`config.mk`:
```
export PLATFORM = sky130hd
export DESIGN_NAME = serial_add_8_flat
export DESIGN_NICKNAME = d
export VERILOG_FILES = /design/src/rtl/serial_add_8_if.sv /design/src/rtl/serial_add_8.sv /design/src/flat_wrapper.sv
export SDC_FILE = /design/constraint.sdc
export NUM_CORES = 1
export LEC_CHECK = 0
export CAP_MARGIN = 20
export CORE_UTILIZATION = 45
export CTS_BUF_LIST = sky130_fd_sc_hd__clkbuf_16
export CTS_CLUSTER_DIAMETER = 80
export DETAILED_ROUTE_END_ITERATION = 7
export PLACE_DENSITY = 0.68
export SYNTH_ARGS = -nofsm -noshare
export SYNTH_HDL_FRONTEND = slang
export SYNTH_SLANG_ARGS = --single-unit
export TNS_END_PERCENT = 30
```
`constraint.sdc`:
```
create_clock -name clk -period 1.25 [get_ports clk]
set_input_delay 0.1875 -clock clk [delete_from_list [all_inputs] [get_ports clk]]
set_output_delay 0.1875 -clock clk [all_outputs]
set_load 0.03 [all_outputs]
```
`src/rtl/serial_add_8_if.sv`:
```
// Operand/result handshake bundle for the bit-serial adder.
// master = producer/consumer side, slave = adder side.
interface serial_add_8_if #(
  parameter int unsigned WIDTH = 8
);
  logic             in_valid;
  logic             in_ready;
  logic [WIDTH-1:0] a;
  logic [WIDTH-1:0] b;
  logic             ci;
  logic             out_valid;
  logic             out_ready;
  logic [WIDTH-1:0] sum;
  logic             co;

  modport master (
    output in_valid, a, b, ci, out_ready,
    input  in_ready, out_valid, sum, co
  );

  modport slave (
    input  in_valid, a, b, ci, out_ready,
    output in_ready, out_valid, sum, co
  );
endinterface

```
`src/rtl/serial_add_8.sv`:
```
// Bit-serial adder: {co, sum} = a + b + ci, one bit per clock, LSB first,
// with independent valid/ready handshakes on operands and result.
module serial_add_8 #(
  parameter int unsigned WIDTH = 8
) (
  input logic           clk,
  input logic           rst,
  serial_add_8_if.slave bus
);
  localparam int unsigned CW = $clog2(WIDTH + 1);

  typedef enum logic [1:0] {
    IDLE,
    RUN,
    DONE
  } state_t;

  state_t           r_state;
  logic [WIDTH-1:0] r_sa;
  logic [WIDTH-1:0] r_sb;
  logic [WIDTH-1:0] r_res;
  logic             r_carry;
  logic [CW-1:0]    r_cnt;
  logic [WIDTH-1:0] r_sum;
  logic             r_co;
  logic             r_out_valid;

  logic w_s;
  logic w_cy;

  assign w_s  = r_sa[0] ^ r_sb[0] ^ r_carry;
  assign w_cy = (r_sa[0] & r_sb[0]) | (r_sa[0] & r_carry) | (r_sb[0] & r_carry);

  always_ff @(posedge clk) begin
    if (rst) begin
      r_state     <= IDLE;
      r_sa        <= '0;
      r_sb        <= '0;
      r_res       <= '0;
      r_carry     <= 1'b0;
      r_cnt       <= '0;
      r_sum       <= '0;
      r_co        <= 1'b0;
      r_out_valid <= 1'b0;
    end else begin
      case (r_state)
        IDLE: begin
          if (bus.in_valid) begin
            r_sa    <= bus.a;
            r_sb    <= bus.b;
            r_carry <= bus.ci;
            r_res   <= '0;
            r_cnt   <= '0;
            r_state <= RUN;
          end
        end
        RUN: begin
          r_carry <= w_cy;
          r_res   <= {w_s, r_res[WIDTH-1:1]};
          r_sa    <= r_sa >> 1;
          r_sb    <= r_sb >> 1;
          r_cnt   <= r_cnt + CW'(1);
          if (r_cnt == CW'(WIDTH - 1)) begin
            r_state <= DONE;
          end
        end
        DONE: begin
          // First DONE cycle publishes the result; sum/co then hold until
          // the next completed operation, independent of the shift state.
          if (!r_out_valid) begin
            r_sum       <= r_res;
            r_co        <= r_carry;
            r_out_valid <= 1'b1;
          end else if (bus.out_ready) begin
            r_out_valid <= 1'b0;
            r_state     <= IDLE;
          end
        end
        default: r_state <= IDLE;
      endcase
    end
  end

  assign bus.in_ready  = (r_state == IDLE) && !rst;
  assign bus.out_valid = r_out_valid;
  assign bus.sum       = r_sum;
  assign bus.co        = r_co;
endmodule

```
`src/flat_wrapper.sv`:
```
// flat-port wrapper written by rule: the top's interface ports become plain ports
module serial_add_8_flat 
#(
  parameter int unsigned WIDTH = 8
)
  (clk, rst, bus_in_valid, bus_a, bus_b, bus_ci, bus_out_ready, bus_in_ready, bus_out_valid, bus_sum, bus_co);
  serial_add_8_if #(.WIDTH(WIDTH)) bus_i ();
  input logic clk;
  input logic rst;
  input wire logic [$bits(bus_i.in_valid)-1:0] bus_in_valid;
  input wire logic [$bits(bus_i.a)-1:0] bus_a;
  input wire logic [$bits(bus_i.b)-1:0] bus_b;
  input wire logic [$bits(bus_i.ci)-1:0] bus_ci;
  input wire logic [$bits(bus_i.out_ready)-1:0] bus_out_ready;
  output wire logic [$bits(bus_i.in_ready)-1:0] bus_in_ready;
  output wire logic [$bits(bus_i.out_valid)-1:0] bus_out_valid;
  output wire logic [$bits(bus_i.sum)-1:0] bus_sum;
  output wire logic [$bits(bus_i.co)-1:0] bus_co;
  assign bus_i.in_valid = bus_in_valid;
  assign bus_i.a = bus_a;
  assign bus_i.b = bus_b;
  assign bus_i.ci = bus_ci;
  assign bus_i.out_ready = bus_out_ready;
  assign bus_in_ready = bus_i.in_ready;
  assign bus_out_valid = bus_i.out_valid;
  assign bus_sum = bus_i.sum;
  assign bus_co = bus_i.co;
  serial_add_8 #(.WIDTH(WIDTH)) u_core (.clk(clk), .rst(rst), .bus(bus_i));
endmodule
```
==> metrics.csv <==
metric;value;unit
postSynthCellCount;218;
yosys_most_used_dff;dfxtp_1;
critical_path.reg2reg.endpoint;u_core.r_res[0];
port_buffers;31;
postSynthNetCount;241;
synthesis.yosys.warnings;0;
final.period_utilization;1.06;
ff2ff_path_depth;5;
register_clock_pin_slew_on_the_reported_worst_setup_and_hold_paths;60;ps
synth_area;1850;um2
layout_min_cycle_time;1330;ps
dp_slack;-222;ps
die_height;66.2;um
syn2layout_area_growth;40.8;%
cp_cell_sequence;buf_12 -> nor3_4 -> buf_6;
grt_first_pass_wirelength;6760;um
slew_violations;0;
die_x;66.2;um
post_synthesis_async_set_or_reset_flop_share;0;
slew_headroom;0.792;
worst-endpoint-required;1060;ps
detailed_router_s_first_iteration_violation_count;107;
tritoncts;done;
ctsHoldBuffers;0;
drt-total-wl;4340;um
yosys-top-cells-area;dfxtp_1 44%, nor2_1 11%, a21oi_1 8.1%, o221a_2 7.3%, mux2i_1 5.9%;
drt-wirelength-per-cell;14.0;um
timing_worst_setup_path_type;reg2out;
cts_root_buf;clkbuf_16;
placement_rows;22;
rrSetupSlack;10;ps
dp_hpwl;2640;um
track_usage;0.205;
synth.largest_area_cell;dfxtp_1;
min_hold_slack;490;ps
power.density;1250;nW/um2
crit_slowest_cell;dfxtp_4;
antenna_violations_before_repair;0;
cp-end-kind;output port;
ant_nets;0;
drive_above_1_share;0.245;
finalHoldViolCount;0;
setup_tns;-80.0;ps
postLayoutCoreUtil;0.687;
max_cap_violations;0;
worstSkewPairLatency;280;ps
antenna_cells_inserted;0;
finClkSkew;2.48;ps
finalSetupViolations;1;
synth_enable_flop_cells;0;
synth_cell_type_count;30;
maximum_number_of_pins_on_one_net_before_global_route_repair;19;
crit_arrival;1140;ps
first_global_vias;1487;
end_point_of_the_worst_hold_path;u_core.bus.sum[7];
top_count_cell_post_synth;nor2_1;
critical_path_startpoint_category;flop;
failed_checks;negative setup slack;
synth_top_area_share;0.443;
drc_errors;0;
num_vias;1643;
ir_worst_vdd;0.00102;V
tritoncts.num_buffers;5;
status;finished with violations;
cpPeakStageDelay;380;ps
hold_path_depth;2;
globalplace.congestion;0.787;
floorplan.die_area;4380;um2
cts_sinks;41;
critical_path.reg2reg.startpoint;u_core.r_state[1];
vias_per_cell;5.32;
critical_hold_path_startpoint;u_core.bus.sum[7];
cts_buffer_depth;2;
drt_pass1_iterations;4;
synth_commonest_cells;52 x nor2_1, 41 x dfxtp_1, 30 x a21oi_1, 15 x inv_1;
worst-slew-pin-transition;312;ps
total_of_flip_flops_plus_latches_after_synthesis;41;
max_clock_freq;752;MHz
worst_hold_path_type;reg2reg;
synth.avg_cell_area;8.51;um2
grt_remaining_overflow;0;
critical_path_peak_fanout;6;
layout.nets;283;
io-pin-count;32;
ctsHtreeMaxLevel;2;
synth.yosys.seq_area_share;0.443;
unrepaired_setup_endpoints_after_global_routing;yes;
core_region_area;3800;um2
final.setup.worst_slack;-80.0;ps
initial_utilization;0.488;
p_total;3270;uW
leakage;0.00106;uW
[worst max-delay path: cells and delay by family (launching register included)]
family / cells / cell delay, ps
buffers and inverters: 2 / 290
DFF: 1 / 380
and+or+nand+nor: 1 / 180
[timing repair]
action	4_1_cts	5_1_grt
endpoints found under the setup margin	47	15
buffers inserted	0	3
cloned	0	1
pin swaps	3	6
resized for setup	19	20
[power breakdown]
| group | leakage [uW] | switching (uW) | internal (uW) |
|---|---|---|---|
| Clock | 0.0000775 | 515 | 934 |
| Combinational | 0.000650 | 189 | 225 |
| Sequential | 0.000337 | 48.7 | 1360 |
| Total | 0.00106 | 752 | 2520 |
[sequential cells by signal, indices dropped and copies added, names as in the netlist]
name,count
u_core.r_cnt,4
u_core.r_carry,1
u_core.bus.sum,8
u_core.r_sa,8
u_core.r_sb,8
u_core.r_res,8
u_core.bus.co,1
u_core.bus.out_valid,1
u_core.r_state,2
[per-layer routing]
metal  GRT usage  vias up  wire length, um
li1            -      842                -
met1       0.272      758             2140
met2       0.315       36             1940
met3      0.0414        7              179
met4      0.0957        0               79
met5           0        -                0
[cell type report]
cell class                 instances  area [um2]
fill                             319        1190
sequential                        41         831
timing repair buffer              55         548
tap                               48        60.1
clock buffer                       5         125
multi-input combinational        142         950
inverter                          15        56.3
clock inverter                     3        41.3
[worst max path at each step]
stage / from / endpoint / slack [ps] / cells after the start
final: u_core.r_state[1] / bus_in_ready / -80 / 3
after global routing: u_core.r_state[1] / bus_in_ready / -110 / 3
after CTS: u_core.r_state[0] / bus_in_ready / -90 / 3
after detailed placement: bus_in_valid / u_core.r_res[0] / -220 / 6
after global placement: bus_in_valid / u_core.r_sb[4] / -190 / 6
after floorplan: u_core.r_carry / u_core.r_res[7] / 50 / 4
[cell families after synthesis]
kind of cell | share of synthesized area
AO/OA/AOI/OAI | 0.237
adder cells (fa/ha/maj) | 0.0175
buffers and inverters | 0.0837
flip-flops | 0.443
multiplexers | 0.0594
AND/OR/NAND/NOR | 0.160
[layout by cell type (no fill, tap or decap), types with 2 or more instances in the layout]
cell,n
nand3_1,2
dfxtp_1,37
nand2_1,4
o221a_2,12
dfxtp_4,2
buf_6,3
a32oi_1,2
mux2i_1,9
clkbuf_16,5
nor2_1,52
mux2i_2,2
a22oi_2,4
a21oi_1,30
buf_12,5
dfxtp_2,2
o221a_1,2
buf_4,18
a22oi_1,5
clkdlybuf4s50_1,20
dlygate4sd2_1,9
inv_1,14
[stage by stage]
stage | std cells | area [um2]
after floorplan | 218 | 1870
after global placement | 297 | 2330
final | 309 | 2610
after detailed placement | 297 | 2330
after global routing | 309 | 2610
after CTS | 305 | 2510
Power figures use the tool's default switching activity.
